===== src/rtl/tdc_timestamp_builder_pkg.sv =====
// tdc_timestamp_builder_pkg: shared widths, defaults and word-source encoding for the TDC timestamp builder
package tdc_timestamp_builder_pkg;
    localparam int FINE_WIDTH = 5;
    localparam int DEF_COARSE_WIDTH = 11;
    localparam int DEF_FIFO_DEPTH = 8;
    localparam logic [FINE_WIDTH-1:0] MARKER_FINE = '0;

    typedef enum logic [1:0] {SRC_NONE, SRC_HIT, SRC_MARKER} word_src_e;

    function automatic int marker_tag_pos(input int coarse_width);
        return coarse_width + FINE_WIDTH;
    endfunction
endpackage


===== src/rtl/tdc_timestamp_builder_sync_fifo.sv =====
// tdc_sync_fifo: synchronous FIFO with registered pointers, occupancy count and fall-through head
module tdc_sync_fifo #(
    parameter int WIDTH = 17,
    parameter int DEPTH = 8
) (
    input  logic                     clk,
    input  logic                     rst,
    input  logic                     push,
    input  logic [WIDTH-1:0]         push_data,
    input  logic                     pop,
    output logic [WIDTH-1:0]         head,
    output logic                     valid,
    output logic                     full,
    output logic [$clog2(DEPTH):0]   count
);
    localparam int AW = $clog2(DEPTH);

    logic [WIDTH-1:0] mem_q [DEPTH];
    logic [AW-1:0]    wr_ptr_q, wr_ptr_d, rd_ptr_q, rd_ptr_d;
    logic [AW:0]      count_q, count_d;
    logic             do_push, do_pop;

    always_comb begin
        do_pop   = pop && (count_q != '0);
        do_push  = push && (!count_q[AW] || do_pop);
        wr_ptr_d = wr_ptr_q + AW'(do_push);
        rd_ptr_d = rd_ptr_q + AW'(do_pop);
        count_d  = count_q + {{AW{1'b0}}, do_push} - {{AW{1'b0}}, do_pop};
    end

    always_ff @(posedge clk) begin
        if (rst) begin
            wr_ptr_q <= '0;
            rd_ptr_q <= '0;
            count_q  <= '0;
        end else begin
            if (do_push) mem_q[wr_ptr_q] <= push_data;
            wr_ptr_q <= wr_ptr_d;
            rd_ptr_q <= rd_ptr_d;
            count_q  <= count_d;
        end
    end

    assign head  = mem_q[rd_ptr_q];
    assign valid = count_q != '0;
    assign full  = count_q[AW];
    assign count = count_q;
endmodule


===== src/rtl/tdc_timestamp_builder.sv =====
// tdc_timestamp_builder: coarse counter, hit/rollover-marker arbitration, sticky overflow and output FIFO
module tdc_timestamp_builder
    import tdc_timestamp_builder_pkg::*;
#(
    parameter int COARSE_WIDTH = DEF_COARSE_WIDTH,
    parameter int FIFO_DEPTH   = DEF_FIFO_DEPTH
) (
    input  logic                               clk,
    input  logic                               rst,
    input  logic                               en,
    input  logic                               hit_valid,
    input  logic [FINE_WIDTH-1:0]              fine,
    input  logic                               clr_ovf,
    input  logic                               out_ready,
    output logic                               out_valid,
    output logic [COARSE_WIDTH+FINE_WIDTH:0]   out_data,
    output logic [$clog2(FIFO_DEPTH):0]        fifo_count,
    output logic                               ovf
);
    localparam int W = marker_tag_pos(COARSE_WIDTH) + 1;

    logic [COARSE_WIDTH-1:0] coarse_q, coarse_d;
    logic                    pending_q, pending_d;
    logic                    ovf_q, ovf_d;
    word_src_e               src;
    logic                    wrap, pop, room, push, full;
    logic [W-1:0]            push_data;

    // A hit always wins the write slot; the marker waits for a hit-free cycle with room
    always_comb begin
        wrap      = en && (coarse_q == '1);
        coarse_d  = en ? coarse_q + COARSE_WIDTH'(1) : coarse_q;
        src       = (en && hit_valid) ? SRC_HIT : pending_q ? SRC_MARKER : SRC_NONE;
        pop       = out_valid && out_ready;
        room      = !full || pop;
        push      = (src != SRC_NONE) && room;
        push_data = (src == SRC_HIT) ? {1'b0, coarse_q, fine} : {1'b1, {COARSE_WIDTH{1'b1}}, MARKER_FINE};
        pending_d = wrap || (pending_q && !((src == SRC_MARKER) && room));
        ovf_d     = ((src == SRC_HIT) && !room) || (ovf_q && !clr_ovf);
    end

    always_ff @(posedge clk) begin
        if (rst) begin
            coarse_q  <= '0;
            pending_q <= 1'b0;
            ovf_q     <= 1'b0;
        end else begin
            coarse_q  <= coarse_d;
            pending_q <= pending_d;
            ovf_q     <= ovf_d;
        end
    end

    tdc_sync_fifo #(.WIDTH(W), .DEPTH(FIFO_DEPTH)) u_fifo (
        .clk       (clk),
        .rst       (rst),
        .push      (push),
        .push_data (push_data),
        .pop       (pop),
        .head      (out_data),
        .valid     (out_valid),
        .full      (full),
        .count     (fifo_count)
    );

    assign ovf = ovf_q;
endmodule


===== config.mk =====
export PLATFORM = sky130hd
export DESIGN_NAME = tdc_timestamp_builder
export DESIGN_NICKNAME = d
export VERILOG_FILES = /design/src/rtl/tdc_timestamp_builder_pkg.sv /design/src/rtl/tdc_timestamp_builder_sync_fifo.sv /design/src/rtl/tdc_timestamp_builder.sv
export SDC_FILE = /design/constraint.sdc
export NUM_CORES = 1
export LEC_CHECK = 0
export ABC_CLOCK_PERIOD_IN_PS = 3470
export CAP_MARGIN = 20
export CORE_UTILIZATION = 54
export CTS_CLUSTER_SIZE = 12
export DETAILED_ROUTE_END_ITERATION = 8
export GPL_TIMING_DRIVEN = 0
export PLACE_DENSITY_LB_ADDON = 0.12
export SETUP_SLACK_MARGIN = 0.15
export SYNTH_ARGS = -nofsm -noshare
export SYNTH_HDL_FRONTEND = slang
export SYNTH_SLANG_ARGS = --single-unit

===== constraint.sdc =====
create_clock -name clk -period 3.47 [get_ports clk]
set_input_delay 0.694 -clock clk [delete_from_list [all_inputs] [get_ports clk]]
set_output_delay 0.694 -clock clk [all_outputs]
set_load 0.02 [all_outputs]

==> summary.txt, run 1 <==
Run status
  • Status: complete, but fails checks
  • Failing checks: DRC

Floorplan
  • CORE AREA: 11600 µm²
  • # IOs: 34
  • Die ar.: 12500 µm²
  • Die span in y: 112 µm
  • Row Count: 39
  • Initial Util: 0.561
  • Die Wd: 112 µm

Timing
  • Final setup viols: 0
  • Minimum clock period: ~3.3 ns
  • Unrepaired setup endpoints after global routing: yes
  • Clk_skew: 0.00775 ns
  • Worst slew margin: 0.312
  • Crit share post-route: 0.941
  • Max Fclk: 0.306 GHz
  • Final max-slew violation count: 0
  • Final hold violations: 0
  • Worst Tran Pin Value: ~1.0 ns
  • Setup TNS: 0 ns

Worst setup path
  • Worst Path Arrival: 3.39 ns
  • Worst Setup End Kind: flip-flop
  • Crit path max fanout: 10
  • RR Startpoint: u_fifo.count[3]
  • Crit path cell chain: clkdlybuf4s50_1, clkbuf_1, a21oi_1, nor4b_2, buf_4, buf_4, buf_4
  • Most used cell along the critical path: buf_4
  • Critical path launch point: hit_valid
  • Slowest cell delay on critical path: about 0.7 ns
  • R2R Setup Slk: about 0.71 ns
  • CP max-delay cell: nor4b_2
  • Crit path launch type: input pin
  • Crit Path Class: in -> reg
  • Worst EP required: 3.60 ns

Finish
  • Layout Cells excl Fill: 578
  • Area Overhead vs Synth: 20.8%
  • Final #Nets: 444
  • Finished Cell Area: between 7000 and 8000 µm²
  • ANT cells: 0
  • Share of cells above drive strength 1: 0.248
  • Most frequent cells in the layout: 136 x edfxtp_1, 25 x clkdlybuf4s50_1, 24 x mux4_1, 23 x dfxtp_1, 19 x mux2_2
  • Most common cell after layout, fill and taps aside: edfxtp_1

Power and ir drop
  • Internal Power: around 4000 µW
  • Switching Share: 0.243
  • Leakage: 0.00272 µW
  • Max IR drop VDD: roughly 0.00049 V
  • Overall power: 5280 µW
  • Part of the power in registers: 0.409
  • P per Cell Area: 670 nW/µm²
  • Clock power frac: 0.363
  • Combinational Power Share: 0.227
  • NetSw: around 1300 µW

Clocking
  • Clock Tree Buf Depth: 2
  • Setup repair bufs after CTS: 0
  • Clock sinks: 159
  • CTS H-tree depth: 4
  • CTS tree: done
  • CTS clk-pin slew, worst paths: roughly 0.06 ns
  • CTS root buf: clkbuf_16
  • CTS Buf Count: 17
  • Clk_lat worst skew: between 0.4 and 0.5 ns

Synth
  • Syn Inst Count: around 350
  • Synth Area per Inst: approximately 19 µm²
  • Sequential share of the synthesized area: 0.697
  • Synthesized cell area: 6520 µm²
  • Netlist cell types: approximately 40
  • Yosys warnings: 0
  • Synth Register Bits: around 160
  • Synthesized net count: between 300 and 400

Placement
  • Placed insts: 546
  • Routability cong.: roughly 0.76
  • Port bufs: 32
  • DP Area: about 7200 µm²
  • Detail Placement HPWL: between 8000 and 9000 µm

Global route
  • Initial antenna violation count: 0
  • Largest net degree at the start of global routing: 18
  • Total track usage: 0.222
  • First-pass GRT wire length: roughly 20000 µm
  • Vias in the first global route: about 3500
  • Total grt overflow: 0

Drt
  • First-pass DRT Iterations: 6
  • DRC viols: 3
  • Routed via count: ~3400
  • Drt via density: ~5.9
  • Post-route ant nets: 0
  • Average wire per standard cell: between 20 and 25 µm
  • Drt initial violations: 227
  • Aggregate routed wire length: ~13000 µm

Run
  • Maximum Capacitance Violations: 0

Hold path
  • Hold Startpoint: coarse_q[9]
  • Worst hold path type: reg -> reg
synthesized netlist by cell type, drive strengths merged:
| cell type | instances | area (µm²) |
|---|---|---|
| nor2 | 13 | 48.8 |
| edfxtp | 136 | 4080 |
| o311ai | 1 | 8.76 |
| nor4 | 4 | 25.0 |
| inv | 12 | 45.0 |
| xnor2 | 3 | 26.3 |
| nor3b | 1 | 7.51 |
| and3 | 5 | 31.3 |
| ha | 10 | 125 |
| nor3 | 2 | 10.0 |
| mux2 | 19 | 214 |
| mux4 | 34 | 856 |
| xor2 | 4 | 35.0 |
| buf | 13 | 92.6 |
| or4 | 4 | 30.0 |
| a21o | 1 | 7.51 |
| nand2 | 8 | 30.0 |
| a311o | 1 | 10.0 |
| or3 | 1 | 6.26 |
| dfxtp | 23 | 460 |
| a41o | 1 | 10.0 |
| nor4b | 4 | 35.0 |
| or3b | 1 | 8.76 |
| a21oi | 9 | 48.8 |
| and2 | 1 | 6.26 |
| fa | 1 | 20.0 |
| or2 | 10 | 62.6 |
| clkbuf | 8 | 30.0 |
| nand3 | 3 | 15.0 |
| mux2i | 1 | 10.0 |
| nor2b | 8 | 50.1 |
| o41ai | 1 | 8.76 |
| o31ai | 3 | 22.5 |
| o21ai | 1 | 5.00 |
| nand2b | 1 | 6.26 |
| nand4 | 4 | 25.0 |
sequential cells by signal, summed over array words and instances (netlist names):
signal,count
u_fifo.wr_ptr_q,3
u_fifo.mem_q,136
u_fifo.rd_ptr_q,3
coarse_q,11
pending_q,1
u_fifo.count,4
ovf,1
cells by family after synthesis:
kind of cell / count (synthesis) / share of synthesized area
flip-flops: 159 / 0.697
AND/OR/NAND/NOR: 70 / 0.0610
multiplexers: 54 / 0.166
buffers and inverters: 33 / 0.0257
AO/OA/AOI/OAI: 18 / 0.0186
adder cells (fa/ha/maj): 11 / 0.0223
XOR/XNOR: 7 / 0.00941
power groups by stage:
stage               clock network, µW  logic, µW  registers [µW]
detailed placement                  0       1210            2200
finish                           1920       1200            2160
CTS                              1940       1220            2160
global route                     2020       1290            2170
floorplan                           0        793            2210
global placement                    0       1170            2200
worst max-delay path, delay by kind of cell:
family,cells,cell delay [ns]
and+or+nand+nor,1,0.69
AOI/OAI and AO/OA,1,0.44
buffers and inverters,5,1.56
what timing repair did:
item                       4_1_cts  5_1_grt
setup endpoints to repair       17       35
hold buffers                     0        0
resized for setup                4       11
worst paths after layout:
| kind | to | depth (start not counted) |
|---|---|---|
| hold / removal | coarse_q[9] | 2 |
| setup / recovery | u_fifo.mem_q[0][7] | 7 |
| setup reg to reg | u_fifo.count[3] | 10 |
| hold reg to reg | coarse_q[9] | 2 |
per-layer routing:
metal  share of wire  up-vias  wire [µm]  global-route usage
li1                -     1555          -                   -
met1            0.46     1760       5750               0.300
met2            0.49       73       6150               0.344
met3           0.040       18        500              0.0642
met4           0.017        0        216              0.0856
met5               0        -          0                   0
per-stage QoR:
stage,setup WS [ns],util,hold slack (ns)
global route,0.0689,0.678,0.527
finish,0.203,0.678,0.500
global placement,-2.85,0.604,0.479
CTS,0.142,0.676,0.498
detailed placement,-0.238,0.623,0.486
floorplan,-0.0424,-,0.460
area by class of cell:
| cell class | count | area (µm²) |
|---|---|---|
| Clock inverter | 7 | 135 |
| Clock buffer | 25 | 475 |
| Multi-Input combinational cell | 160 | 1850 |
| Sequential cell | 159 | 4540 |
| Inverter | 12 | 45.0 |
| Fill cell | 781 | 3740 |
| Buffer | 21 | 134 |
| Timing Repair Buffer | 51 | 507 |
| Tap cell | 143 | 179 |
No activity file was read; power rests on OpenSTA's default activity.
==> inputs of run 2 (changes only) <==
--- a/config.mk
+++ b/config.mk
@@ -5,7 +5,6 @@
 export SDC_FILE = /design/constraint.sdc
 export NUM_CORES = 1
 export LEC_CHECK = 0
-export ABC_CLOCK_PERIOD_IN_PS = 3470
 export CAP_MARGIN = 20
 export CORE_UTILIZATION = 54
 export CTS_CLUSTER_SIZE = 12
==> results of run 2 <==
Final layout, timing and power as in run 1 (identical DEF).
